===== config.mk =====
export PLATFORM = sky130hd
export DESIGN_NAME = lsu_ctrl
export DESIGN_NICKNAME = d
export VERILOG_FILES = /design/src/rtl/lsu_pkg.sv /design/src/rtl/lsu_ctrl_load_extend.sv /design/src/rtl/lsu_ctrl.sv
export SDC_FILE = /design/constraint.sdc
export NUM_CORES = 1
export LEC_CHECK = 0
export BUFFER_PORTS_ARGS = -buffer_cell sky130_fd_sc_hd__buf_2
export CORE_MARGIN = 3
export CORE_UTILIZATION = 45
export CTS_CLUSTER_SIZE = 10
export DETAILED_ROUTE_END_ITERATION = 7
export PLACE_DENSITY = 0.72
export SYNTH_ARGS = -nofsm -noshare
export SYNTH_HDL_FRONTEND = slang
export SYNTH_HIERARCHICAL = 1
export SYNTH_SLANG_ARGS = --single-unit

===== constraint.sdc =====
create_clock -name clk -period 3.54 [get_ports clk]
set_input_delay 1.062 -clock clk [delete_from_list [all_inputs] [get_ports clk]]
set_output_delay 1.062 -clock clk [all_outputs]
set_load 0.005 [all_outputs]

===== src/rtl/lsu_pkg.sv =====
// rtl/lsu_pkg.sv - shared funct3 codes, FSM states and lane helpers for the load/store sequencer
package lsu_pkg;

    localparam int BYTES_PER_WORD = 4;

    localparam logic [2:0] F3_LB  = 3'b000;
    localparam logic [2:0] F3_LH  = 3'b001;
    localparam logic [2:0] F3_LW  = 3'b010;
    localparam logic [2:0] F3_LBU = 3'b100;
    localparam logic [2:0] F3_LHU = 3'b101;
    localparam logic [2:0] F3_SB  = 3'b000;
    localparam logic [2:0] F3_SH  = 3'b001;
    localparam logic [2:0] F3_SW  = 3'b010;

    typedef enum logic [1:0] {IDLE, BEAT0, BEAT1, RESP} lsu_state_t;

    function automatic logic f3_legal(input logic we, input logic [2:0] f3);
        if (we) begin
            return (f3 == F3_SB) || (f3 == F3_SH) || (f3 == F3_SW);
        end
        return (f3 == F3_LB) || (f3 == F3_LH) || (f3 == F3_LW) ||
               (f3 == F3_LBU) || (f3 == F3_LHU);
    endfunction

    // Byte lanes touched across two consecutive words; bits [7:4] belong to the next word.
    function automatic logic [7:0] lane_mask(input logic [1:0] size_code, input logic [1:0] off);
        logic [7:0] base;
        case (size_code)
            2'b00:   base = 8'h01;
            2'b01:   base = 8'h03;
            default: base = 8'h0F;
        endcase
        return base << off;
    endfunction

endpackage


===== src/rtl/lsu_ctrl_load_extend.sv =====
// rtl/lsu_ctrl_load_extend.sv - sign/zero extension of the right-aligned load value
module load_extend
    import lsu_pkg::*;
#(
    parameter int DATA_WIDTH = 32
) (
    input  logic [DATA_WIDTH-1:0] raw,
    input  logic [2:0]            funct3,
    output logic [DATA_WIDTH-1:0] result
);

    always_comb begin
        result = raw;
        case (funct3)
            F3_LB:   result = {{(DATA_WIDTH-8){raw[7]}}, raw[7:0]};
            F3_LH:   result = {{(DATA_WIDTH-16){raw[15]}}, raw[15:0]};
            F3_LBU:  result = {{(DATA_WIDTH-8){1'b0}}, raw[7:0]};
            F3_LHU:  result = {{(DATA_WIDTH-16){1'b0}}, raw[15:0]};
            default: result = raw;
        endcase
    end

endmodule


===== src/rtl/lsu_ctrl.sv =====
// rtl/lsu_ctrl.sv - load/store sequencer: word beats with byte enables, split misaligned accesses
module lsu_ctrl
    import lsu_pkg::*;
#(
    parameter int DATA_WIDTH    = 32,
    parameter int ADDRESS_WIDTH = 32
) (
    input  logic                     clk,
    input  logic                     rst_n,
    input  logic                     req_valid,
    output logic                     req_ready,
    input  logic                     req_we,
    input  logic [2:0]               req_funct3,
    input  logic [ADDRESS_WIDTH-1:0] req_addr,
    input  logic [DATA_WIDTH-1:0]    req_wdata,
    output logic                     resp_valid,
    output logic [DATA_WIDTH-1:0]    resp_rdata,
    output logic                     resp_err,
    output logic                     mem_req,
    output logic                     mem_we,
    output logic [ADDRESS_WIDTH-1:0] mem_addr,
    output logic [3:0]               mem_be,
    output logic [DATA_WIDTH-1:0]    mem_wdata,
    input  logic                     mem_ack,
    input  logic [DATA_WIDTH-1:0]    mem_rdata
);

    lsu_state_t                state_q, state_d;
    logic                      we_q, we_d;
    logic [2:0]                funct3_q, funct3_d;
    logic [1:0]                off_q, off_d;
    logic [DATA_WIDTH-1:0]     wdata_q, wdata_d;
    logic [DATA_WIDTH-1:0]     lo_q, lo_d;
    logic                      req_ready_q, req_ready_d;
    logic                      resp_valid_q, resp_valid_d;
    logic [DATA_WIDTH-1:0]     resp_rdata_q, resp_rdata_d;
    logic                      resp_err_q, resp_err_d;
    logic                      mem_req_q, mem_req_d;
    logic                      mem_we_q, mem_we_d;
    logic [ADDRESS_WIDTH-1:0]  mem_addr_q, mem_addr_d;
    logic [3:0]                mem_be_q, mem_be_d;
    logic [DATA_WIDTH-1:0]     mem_wdata_q, mem_wdata_d;

    logic [7:0]                req_mask, cur_mask;
    logic [2*DATA_WIDTH-1:0]   req_lanes, cur_lanes;
    logic [DATA_WIDTH-1:0]     lo_src, hi_src, ext_result;
    logic [2*DATA_WIDTH-1:0]   raw_wide;

    assign req_mask  = lane_mask(req_funct3[1:0], req_addr[1:0]);
    assign cur_mask  = lane_mask(funct3_q[1:0], off_q);
    assign req_lanes = {{DATA_WIDTH{1'b0}}, req_wdata} << {req_addr[1:0], 3'b000};
    assign cur_lanes = {{DATA_WIDTH{1'b0}}, wdata_q} << {off_q, 3'b000};

    // The response is registered on the final ack, so the word arriving this cycle is used directly.
    assign lo_src   = (state_q == BEAT0) ? mem_rdata : lo_q;
    assign hi_src   = (state_q == BEAT1) ? mem_rdata : '0;
    assign raw_wide = {hi_src, lo_src} >> {off_q, 3'b000};

    load_extend #(.DATA_WIDTH(DATA_WIDTH)) u_load_extend (
        .raw    (raw_wide[DATA_WIDTH-1:0]),
        .funct3 (funct3_q),
        .result (ext_result)
    );

    always_comb begin
        state_d      = state_q;
        we_d         = we_q;
        funct3_d     = funct3_q;
        off_d        = off_q;
        wdata_d      = wdata_q;
        lo_d         = lo_q;
        req_ready_d  = req_ready_q;
        resp_valid_d = 1'b0;
        resp_rdata_d = resp_rdata_q;
        resp_err_d   = resp_err_q;
        mem_req_d    = mem_req_q;
        mem_we_d     = mem_we_q;
        mem_addr_d   = mem_addr_q;
        mem_be_d     = mem_be_q;
        mem_wdata_d  = mem_wdata_q;

        case (state_q)
            IDLE: begin
                if (req_valid) begin
                    we_d        = req_we;
                    funct3_d    = req_funct3;
                    off_d       = req_addr[1:0];
                    wdata_d     = req_wdata;
                    lo_d        = '0;
                    req_ready_d = 1'b0;
                    if (f3_legal(req_we, req_funct3)) begin
                        state_d     = BEAT0;
                        mem_req_d   = 1'b1;
                        mem_we_d    = req_we;
                        mem_addr_d  = {req_addr[ADDRESS_WIDTH-1:2], 2'b00};
                        mem_be_d    = req_mask[3:0];
                        mem_wdata_d = req_lanes[DATA_WIDTH-1:0];
                    end else begin
                        state_d      = RESP;
                        resp_valid_d = 1'b1;
                        resp_err_d   = 1'b1;
                        resp_rdata_d = '0;
                    end
                end
            end
            BEAT0, BEAT1: begin
                if (mem_ack) begin
                    if (state_q == BEAT0) begin
                        lo_d = mem_rdata;
                    end
                    if (state_q == BEAT0 && cur_mask[7:4] != 4'b0000) begin
                        state_d     = BEAT1;
                        mem_addr_d  = mem_addr_q + ADDRESS_WIDTH'(BYTES_PER_WORD);
                        mem_be_d    = cur_mask[7:4];
                        mem_wdata_d = cur_lanes[2*DATA_WIDTH-1:DATA_WIDTH];
                    end else begin
                        state_d      = RESP;
                        mem_req_d    = 1'b0;
                        mem_we_d     = 1'b0;
                        mem_addr_d   = '0;
                        mem_be_d     = 4'b0000;
                        mem_wdata_d  = '0;
                        resp_valid_d = 1'b1;
                        resp_err_d   = 1'b0;
                        resp_rdata_d = we_q ? '0 : ext_result;
                    end
                end
            end
            RESP: begin
                state_d     = IDLE;
                req_ready_d = 1'b1;
            end
            default: begin
                state_d     = IDLE;
                req_ready_d = 1'b1;
            end
        endcase
    end

    always_ff @(posedge clk or negedge rst_n) begin
        if (!rst_n) begin
            state_q      <= IDLE;
            we_q         <= 1'b0;
            funct3_q     <= 3'b000;
            off_q        <= 2'b00;
            wdata_q      <= '0;
            lo_q         <= '0;
            req_ready_q  <= 1'b1;
            resp_valid_q <= 1'b0;
            resp_rdata_q <= '0;
            resp_err_q   <= 1'b0;
            mem_req_q    <= 1'b0;
            mem_we_q     <= 1'b0;
            mem_addr_q   <= '0;
            mem_be_q     <= 4'b0000;
            mem_wdata_q  <= '0;
        end else begin
            state_q      <= state_d;
            we_q         <= we_d;
            funct3_q     <= funct3_d;
            off_q        <= off_d;
            wdata_q      <= wdata_d;
            lo_q         <= lo_d;
            req_ready_q  <= req_ready_d;
            resp_valid_q <= resp_valid_d;
            resp_rdata_q <= resp_rdata_d;
            resp_err_q   <= resp_err_d;
            mem_req_q    <= mem_req_d;
            mem_we_q     <= mem_we_d;
            mem_addr_q   <= mem_addr_d;
            mem_be_q     <= mem_be_d;
            mem_wdata_q  <= mem_wdata_d;
        end
    end

    assign req_ready  = req_ready_q;
    assign resp_valid = resp_valid_q;
    assign resp_rdata = resp_rdata_q;
    assign resp_err   = resp_err_q;
    assign mem_req    = mem_req_q;
    assign mem_we     = mem_we_q;
    assign mem_addr   = mem_addr_q;
    assign mem_be     = mem_be_q;
    assign mem_wdata  = mem_wdata_q;

endmodule


# Word-level counts from Yosys, hierarchy flattened
# Cells that the tools add are included.
# op_classes
shifts	5
addsub	1
n_eq_ne	17
n_reduce_logical	21
n_mux	59
# op_table
cell	count
$mux 32	17
$pmux 32 s2	4
$pmux 32 s4	1
$shl 32x5->64	1
$shr 64x5->32	1
$add 32x3->32 const B	1
$shl 32x5->32	1
$pmux 4 s2	3
$mux 1	21
$mux 4	4
$eq 3x3->1 const B	4
$ne 2x2->1 const B	5
$pmux 1 s2	5
$reduce_and 5->1	2
$shl 8x2->4	1
$shl 8x2->8	1
$eq 2x1->1 const B	3
$eq 3x1->1 const B	2
$logic_not 2->1	3
$logic_not 3->1	2
$mux 2	3
$pmux 2 s3	1
$reduce_and 2->1	3
$eq 2x2->1 const B	2
8 further kinds	12
# totals
reg_bits	177
wordCells	118
output_inout_bits	105
input_bits	104

# Logic depth before layout (Yosys ltp)
# Gate-level depths: netlist (run 1).
# logic_depth
word_depth	11
depth_mapped	15
ltp_nobuf	11

# By module
# Netlist (run 1), hierarchy kept.
# by_module_without_submodules
mod	area_per_inst_um2	n_inst	seq_area_each_um2	cells_per_inst
lsu_ctrl	9201.3	1	4180.3	894
load_extend	355.3	1	0.0	67

# Worst setup path before layout (run 1)
# No wires, ideal clock.
# synth_path
path_type	register to register
from	register state_q[1]
to	register resp_rdata_q[30], in the netlist resp_rdata[30]
setup_time_ns	0.124
synth_period_minus_slack_ns	2.901
path_buffers	5
path_stages_with_launch	16
t_arrival_ns	2.777
path_slack_ns	0.639
required_ns	3.416
path_cell_list	dfrtp_1 -> inv_1 -> ha_1 -> clkbuf_1 -> buf_4 -> buf_2 -> clkbuf_1 -> nand2_1 -> o211ai_1 -> o21ai_0 -> mux2i_2 -> clkbuf_1 -> o21ai_0 -> nand2_1 -> nor4_1 -> a211o_1
# synth_via
elab_chain_cells	8
word_cells_on_any_way	19
classes_between	6 x eq/ne; 1 x shift; 7 x mux; 5 x reduce/logical
# synth_rtl
element	line	text
from (decl)	lsu_ctrl.sv:28	lsu_state_t state_q, state_d;
from (signal assigned)	lsu_ctrl.sv:158	state_q <= state_d;
$eq 2x1->1 or $eq 2x2->1 (tied branches)	lsu_ctrl.sv:55, lsu_ctrl.sv:56	
$mux 32, on equally long branches	--	
$shr 64x5->32 (*)	lsu_ctrl.sv:57	assign raw_wide = {hi_src, lo_src} >> {off_q, 3'b000};
named net raw_wide[15]	lsu_ctrl.sv:47	logic [2*DATA_WIDTH-1:0] raw_wide;
$pmux 32 s4 (*)	lsu_ctrl_load_extend.sv:14	case (funct3)
named net ext_result[30]	lsu_ctrl.sv:46	logic [DATA_WIDTH-1:0] lo_src, hi_src, ext_result;
$mux 32 (*)	lsu_ctrl.sv:125	resp_rdata_d = we_q ? '0 : ext_result;
$mux 32 (*)	lsu_ctrl.sv:111	if (state_q == BEAT0 && cur_mask[7:4] != 4'b0000) begin
$mux 32 (*)	lsu_ctrl.sv:107	if (mem_ack) begin
$pmux 32 s2 (*)	lsu_ctrl.sv:82	case (state_q)
to (signal assigned)	lsu_ctrl.sv:166	resp_rdata_q <= resp_rdata_d;
to (decl)	lsu_ctrl.sv:36	logic [DATA_WIDTH-1:0] resp_rdata_q, resp_rdata_d;
# The timed path passes the listed nets; every way through them passes the cells marked *. The select of a mux whose other input is x is not followed.
# A chain may end at the register's enable or synchronous reset.

# Final worst setup path (run 1)
# layout_path
from	register state_q[0]
to	register mem_wdata_q[28], in the netlist mem_wdata[28]
# layout_via
elab_chain_cells	5
word_cells_on_any_way	13
classes_between	5 x eq/ne; 3 x mux; 5 x reduce/logical
# layout_rtl
element	line	text
$eq 2x1->1	lsu_ctrl.sv:82, lsu_ctrl.sv:111	
$logic_and 1x1->1	lsu_ctrl.sv:111	
$mux 32	lsu_ctrl.sv:111	
$mux 32	lsu_ctrl.sv:107	
$pmux 32 s2	lsu_ctrl.sv:82	
to (signal assigned)	lsu_ctrl.sv:172	mem_wdata_q <= mem_wdata_d;
to (decl)	lsu_ctrl.sv:42	logic [DATA_WIDTH-1:0] mem_wdata_q, mem_wdata_d;
# Several ways; a longest one is shown, not always the timed one. The select of a mux whose other input is x is not followed.

==> results of run 1 <==
-- Yosys cell counts, types with 9 or more instances --
library cell / count / area share
o211ai_1: 19 / 0.015
mux2i_1: 48 / 0.050
a22oi_1: 27 / 0.021
a21o_1: 11 / 0.0086
inv_1: 15 / 0.0059
dfrtp_1: 166 / 0.43
a21oi_1: 28 / 0.015
nand3_1: 24 / 0.013
o21ai_0: 93 / 0.049
a31oi_1: 13 / 0.0085
a22o_1: 64 / 0.059
clkbuf_1: 41 / 0.016
a211oi_1: 10 / 0.0079
mux2_2: 55 / 0.065
buf_2: 26 / 0.014
nand2_1: 98 / 0.038
nor2b_1: 12 / 0.0079
o21a_1: 9 / 0.0071
o311ai_0: 9 / 0.0082
buf_4: 13 / 0.010
o22ai_1: 14 / 0.0092
nor2_1: 41 / 0.016
-- layout make-up --
| type | count | area, sq um | area share |
|---|---|---|---|
| clock inverters | 15 | 206 | 0.0182 |
| inverters | 15 | 56.3 | 0.00496 |
| clock buffers | 17 | 425 | 0.0375 |
| flip-flops and latches | 167 | 4180 | 0.369 |
| repair buffers | 234 | 1270 | 0.112 |
| well taps | 270 | 338 | 0.0298 |
| multi-input cells | 685 | 4860 | 0.428 |
| diodes | 5 | 12.5 | 0.00110 |
-- power groups by stage --
stage | combinational (mW) | clock [mW] | sequential, mW
after floorplan | 4.05 | 0 | 3.29
after global placement | 5.25 | 0 | 3.58
after detailed placement | 5.35 | 0 | 3.60
after CTS | 5.39 | 2.04 | 3.57
after global routing | 5.95 | 2.12 | 3.71
final | 5.42 | 2.02 | 3.59
-- cells by family (layout without fill, tap and decap cells) --
family,count (synthesis),count (layout),synth area share
flops,167,167,0.437
other cells,1,7,0.000392
buf+inv,110,281,0.0566
mux,112,112,0.135
compound gates,339,339,0.247
simple gates,227,227,0.116
fa+ha+maj,5,5,0.00655
-- per-stage QoR --
| stage | area [sq um] | hold WS (ns) | util |
|---|---|---|---|
| global route | 11300 | 0.493 | 0.552 |
| finish | 11400 | 0.469 | 0.552 |
| detailed placement | 10700 | 0.460 | 0.521 |
| CTS | 11300 | 0.476 | 0.552 |
| floorplan | 9560 | 0.458 | - |
| global placement | 10700 | 0.464 | 0.521 |
-- flip-flops by register name, indices dropped and copies added (netlist names) --
register,count
mem_req,1
mem_we,1
mem_be,4
resp_valid,1
state_q,2
wdata_q,24
off_q,2
funct3_q,3
mem_addr,30
resp_rdata,32
lo_q,32
we_q,1
resp_err,1
mem_wdata,32
req_ready,1
-- critical path: stages (launching register included) --
cell	delay, ns
dfrtp_1	0.41
inv_1	0.09
ha_1	0.49
nand2b_1	0.19
o21ai_0	0.21
or2_2	0.56
buf_12	0.27
a2111oi_0	0.45
a21o_1	0.13
-- path summary, 6_finish.rpt --
check / end / slack, ns / depth (start not counted)
worst max-delay path: mem_wdata[28] / 0.66 / 8
worst min-delay path: mem_be[0] / 0.47 / 2
worst max register to register: mem_wdata[28] / 0.66 / 8
worst min register to register: mem_be[0] / 0.47 / 2
max in group asynchronous: req_ready / 2.13 / 2
min in group asynchronous: lo_q[25] / 0.63 / 1
-- cells in the final DEF (no fill, tap or decap), types with 5 or more instances in the layout --
master and count:
dfrtp_1 165, o21ai_0 93, nor2b_1 12, o22ai_1 14
nand2_1 98, nand4_1 8, nand3_1 24, o21a_1 9
diode_2 5, mux4_2 8, a21o_1 11, a31oi_1 13
a2111oi_0 8, buf_4 26, and3_1 6, mux2_2 55
nor2_1 40, clkbuf_16 17, o221ai_1 8, buf_2 205
mux2i_1 48, inv_1 15, o311ai_0 9, a22oi_1 27
a21oi_1 27, a211oi_1 10, o211ai_1 19, a22o_1 64
-- routing by layer --
layer	global-route usage	up-vias
met5	0	-
met1	0.346	4166
met2	0.365	384
met4	0.0863	8
li1	-	3929
met3	0.0544	64
==> summary.txt, run 1 <==
critical path class - reg2reg
sequential share of power - 0.326
largest net degree at the start of global routing - 67
via count - 8551
Setup-failing EPs final - 0
Placement Setup Slack - 0.410 ns
Worst-Margin Slew - 1.03 ns
first-iteration detailed-routing DRC count - 714
VDD IR-drop max - 439 uV
min cycle time layout - 2.88 ns
Worst Setup SP - state_q[0]
placed insts - 1371
Required @ worst endpoint - 3.92 ns
maximum clock path buffer count - 2
DRT antenna net count - 0
post-synth cell types - 70
setup repair bufs after CTS - 0
Initial Utilization - 0.465
CTS resizes - 0
# port buffers - 206
cell count after synthesis - 961
crit path DAT - 3.26 ns
Ys Warns - 6
Sink Count - 167
routed wl met3 - 2250 microns
P_sw - 4.80 mW
Synth Register Bits - 167
Hold Vio Cnt, Final - 0
Pint - 6.23 mW
Max transition margin - 0.310
prevailing post-synth register cell - dfrtp_1
synthesized cell area - 9560 sq um
status - completed
Filler Cell Count - 1825
max-slew violations - 0
P_leak - 5.36 nW
Power Total - 11.0 mW
synth-to-layout area growth - 18.8%
fin nets - 1229
DR pass1 iterations - 5
global-route wire length before repair - 43900 microns
clock latency on the worst-skew pair - 0.44 ns
Worst setup SP type - register
Rows - 52
maxcap violations - 0
Layout Skew - 0.0144 ns
Die W - 152 microns
Routed wire per std cell - 20.3 microns
final non-filler cell total - 1408
Die H - 152 microns
CP Capture Type - register
worst reg2reg startpoint - state_q[0]
Worst-path clk slew - 0.07 ns
sequential area share after synthesis - 0.437
H-tree Lvls - 4
CTS tree - yes
total CTS buffers - 17
synthesized area per cell - 9.94 sq um
fin worst setup slack - 0.656 ns
initial antenna violation count - 8
Total Routed Length - 28500 microns
areal power density over the cells - 972 nW/um^2
period utilisation layout - 0.815
number of global-route vias before repair - 7997
Sum Neg Setup Slack - 0 ns
ys async rst share - 1.00
RSZ-0062 raised after global routing - no
GRT overflow - 0
Comb power frac - 0.491
M1 WL - 12400 microns
Total GRT Usage - 0.243
Post-synth EDFFs - 0
RD Place Congestion - 0.911
DRC - 0
fraction of layout cells with a size suffix above 1 - 0.312
Switching Share - 0.435
die area - 23000 sq um
drt via density - 6.07
Detail Placement HPWL - 19800 microns
Hold Crit Start - mem_be[0]
CTS root buf - clkbuf_16
I/O pins - 209
Top Layer Used - met5
Clk network pwr share - 0.183
Met2 Wirelength - 13200 microns
Hold Buf Count CTS - 0
Max Freq - 347 MHz
Crit Path Max Fanout - 51
HP Class - reg2reg
CORE AREA - 20600 sq um
(Power assumes the default switching activity.)
==> run 2, diff against run 1 <==
--- a/config.mk
+++ b/config.mk
@@ -5,12 +5,13 @@
 export SDC_FILE = /design/constraint.sdc
 export NUM_CORES = 1
 export LEC_CHECK = 0
+export ABC_AREA = 1
 export BUFFER_PORTS_ARGS = -buffer_cell sky130_fd_sc_hd__buf_2
 export CORE_MARGIN = 3
 export CORE_UTILIZATION = 45
 export CTS_CLUSTER_SIZE = 10
 export DETAILED_ROUTE_END_ITERATION = 7
-export PLACE_DENSITY = 0.72
+export PLACE_DENSITY = 0.74
 export SYNTH_ARGS = -nofsm -noshare
 export SYNTH_HDL_FRONTEND = slang
 export SYNTH_HIERARCHICAL = 1
==> constraint.sdc (replaced) <==
create_clock -name clk -period 2.6 [get_ports clk]
set_input_delay 0.78 -clock clk [delete_from_list [all_inputs] [get_ports clk]]
set_output_delay 0.78 -clock clk [all_outputs]
set_load 0.005 [all_outputs]
==> summary.txt, run 2 <==
Sink Count - 167 (unchanged)
max-slew violations - 0 (unchanged)
Power Total - 16.9 mW (was 11.0 mW)
period utilisation layout - 0.909 (was 0.815)
prevailing post-synth register cell - dfrtp_1 (unchanged)
areal power density over the cells - 1400 nW/um^2 (was 972 nW/um^2)
initial antenna violation count - 3 (was 8)
count leader, synth - nand2_1 (was dfrtp_1)
R2R Setup Slk - 0.24 ns (was 0.66 ns)
leading cell types in the layout, fill and taps excluded - nand2_1 (494), o21ai_0 (209), buf_2 (205), dfrtp_1 (165), nor2_1 (130) (was buf_2 (205), dfrtp_1 (165), nand2_1 (98), o21ai_0 (93), a22o_1 (64))
Ys Warns - 6 (unchanged)
Crit Path Max Fanout - 36 (was 51)
CTS tree - yes (unchanged)
Critical R2R Capture - resp_rdata[21] (was mem_wdata[28])
Total Routed Length - 33100 microns (was 28500 microns)
Routed wire per std cell - 16.9 microns (was 20.3 microns)
via count - 10.7k (was 8551)
Setup-failing EPs final - 0 (unchanged)
worst reg2reg startpoint - state_q[1] (was state_q[0])
crit path DAT - 2.72 ns (was 3.26 ns)
Sum Neg Setup Slack - 0 ns (unchanged)
maxcap violations - 0 (unchanged)
CTS resizes - 0 (unchanged)
placed insts - 1928 (was 1371)
synthesized area per cell - 6.84 sq um (was 9.94 sq um)
final hold slack - 0.252 ns (was 0.469 ns)
# port buffers - 206 (unchanged)
status - completed (unchanged)
Worst Setup SP - state_q[1] (was state_q[0])
setup repair bufs after CTS - 0 (unchanged)
critical path endpoint - resp_rdata[21] (was mem_wdata[28])
Layout Skew - 0.0126 ns (was 0.0144 ns)
GRT overflow - 0 (unchanged)
critical path class - reg2reg (unchanged)
die area - 24700 sq um (was 23000 sq um)
Rows - 54 (was 52)
H-tree Lvls - 4 (unchanged)
Switching Share - 0.507 (was 0.435)
Total GRT Usage - 0.266 (was 0.243)
Die W - 157 microns (was 152 microns)
RSZ-0062 raised after global routing - no (unchanged)
Synth area leader - dfrtp_1 (unchanged)
Synth Register Bits - 167 (unchanged)
Max transition margin - 0.634 (was 0.310)
I/O pins - 209 (unchanged)
post-synth top area share - 0.404 (was 0.435)
Hold Buf Count CTS - 0 (unchanged)
DR pass1 iterations - 6 (was 5)
sequential share of power - 0.270 (was 0.326)
first-iteration detailed-routing DRC count - 905 (was 714)
Detail Placement HPWL - 23700 microns (was 19800 microns)
Worst-path clk slew - 0.08 ns (was 0.07 ns)
Pint - 8.33 mW (was 6.23 mW)
Comb power frac - 0.577 (was 0.491)
DRC - 0 (unchanged)
number of global-route vias before repair - 9917 (was 7997)
Initial Utilization - 0.464 (was 0.465)
CTS root buf - clkbuf_16 (unchanged)
P_leak - 6.07 nW (was 5.36 nW)
RD Place Congestion - 0.912 (was 0.911)
global-route wire length before repair - 52900 microns (was 43900 microns)
synth-to-layout area growth - 17.6% (was 18.8%)
HP Class - in2async (was reg2reg)
final non-filler cell total - 1963 (was 1408)
Worst setup SP type - register (unchanged)
P_sw - 8.59 mW (was 4.80 mW)
commonest non-fill, non-tap cell in the layout - nand2_1 (was buf_2)
Clk network pwr share - 0.153 (was 0.183)
Hold Vio Cnt, Final - 0 (unchanged)
clock latency on the worst-skew pair - 0.44 ns (about the same)
synth top area cells - dfrtp_1 (40%), nand2_1 (18%), o21ai_0 (10%) (was dfrtp_1 (43%), mux2_2 (6.5%), a22o_1 (5.9%))
ys async rst share - 1.00 (unchanged)
most frequent cells after synthesis - nand2_1 (494), o21ai_0 (211), dfrtp_1 (166), nor2_1 (131), inv_1 (112) (was dfrtp_1 (166), nand2_1 (98), o21ai_0 (93), a22o_1 (64), mux2_2 (55))
CORE AREA - 22200 sq um (was 20600 sq um)
worst r2r path cells - 10 (was 8)
DRT antenna net count - 0 (unchanged)
largest net degree at the start of global routing - 67 (unchanged)
Post-synth EDFFs - 0 (unchanged)
Required @ worst endpoint - 2.95 ns (was 3.92 ns)
fin nets - 1777 (was 1229)
CP Capture Type - register (unchanged)
fraction of layout cells with a size suffix above 1 - 0.189 (was 0.312)
Max Freq - 423 MHz (was 347 MHz)
post-synth cell types - 40 (was 70)
total CTS buffers - 17 (unchanged)
drt via density - 5.47 (was 6.07)
VDD IR-drop max - 944 uV (was 439 uV)
cell count after synthesis - 1503 (was 961)
Filler Cell Count - 2177 (was 1825)
Die H - 157 microns (was 152 microns)
sequential area share after synthesis - 0.407 (was 0.437)
Worst-Margin Slew - 0.549 ns (was 1.03 ns)
synthesized cell area - 10300 sq um (was 9560 sq um)
maximum clock path buffer count - 2 (unchanged)
min cycle time layout - 2.36 ns (was 2.88 ns)
## run 2: cell count changes after synthesis, sizes merged, moves of 12 or more
cell / previous run / this run
a21oi: 28 / 67
a22oi: 27 / 8
nor2b: 12 / 0
nand2: 99 / 498
o311ai: 12 / 0
mux2i: 49 / 0
nor2: 42 / 141
inv: 15 / 118
nand3: 24 / 92
a22o: 64 / 1
o21ai: 97 / 219
mux2: 55 / 0
## run 2: worst min-delay path by stage
stage | start | end | slack [ns] | cells after the start
floorplan | wdata_q[8] | wdata_q[8] | 0.45 | 2
global placement | mem_req | mem_req | 0.45 | 2
detailed placement | mem_wdata[25] | mem_wdata[25] | 0.46 | 2
CTS | rst_n | mem_addr[13] | 0.26 | 1
global route | rst_n | mem_addr[13] | 0.28 | 1
finish | rst_n | mem_addr[13] | 0.25 | 1
## run 2: power groups by stage
stage	Clock (mW)	Sequential (mW)	Combinational, mW
after global placement	0	4.58	9.37
after floorplan	0	4.46	6.99
after CTS	2.63	4.55	9.58
after detailed placement	0	4.59	9.54
after global routing	2.74	4.70	11.1
final	2.59	4.56	9.76
## run 2: logic make-up (layout without fill, tap and decap cells)
kind of cell,count (synthesis),in the layout,share of synthesized area
DFF,167,167,0.407
buffers and inverters,222,398,0.0981
AOI/OAI and AO/OA,344,344,0.180
adders and majority gates,5,5,0.00609
and+or+nand+nor,762,763,0.307
xor gates and xnor gates,2,2,0.00170
other,1,4,0.000365
## run 2: area by class of cell
cell class              instances  area [sq um]  share of cell area
clock inverters                15           178              0.0147
inverters                     121           454              0.0376
well taps                     280           350              0.0290
clock buffers                  17           425              0.0352
flip-flops and latches        167          4180               0.346
multi-input cells            1116          5120               0.423
diodes                          2          5.00            0.000414
repair buffers                245          1380               0.114
## run 2: worst max-delay path, stage by stage, from the launching register on
cell,delay (ns)
dfrtp_1,0.37
inv_1,0.08
ha_1,0.23
buf_12,0.18
o21ai_0,0.29
o21ai_0,0.17
o21ai_1,0.31
nand3_4,0.25
nand3_1,0.16
nand2_1,0.07
o21ai_0,0.17
## run 2: per-stage QoR
| stage | util | setup slack [ns] | area (sq um) |
|---|---|---|---|
| floorplan | - | 0.250 | 10300 |
| global placement | 0.517 | 0.236 | 11500 |
| detailed placement | 0.517 | 0.154 | 11500 |
| CTS | 0.544 | 0.140 | 12100 |
| global route | 0.546 | 0.0261 | 12100 |
| finish | 0.546 | 0.237 | 12100 |
## run 2: layer usage
layer,global-route usage,share of wire,wire [microns]
met5,0,0.00039,13
met4,0.0818,0.024,798
met3,0.0525,0.078,2600
met2,0.404,0.45,14800
met1,0.386,0.45,14800
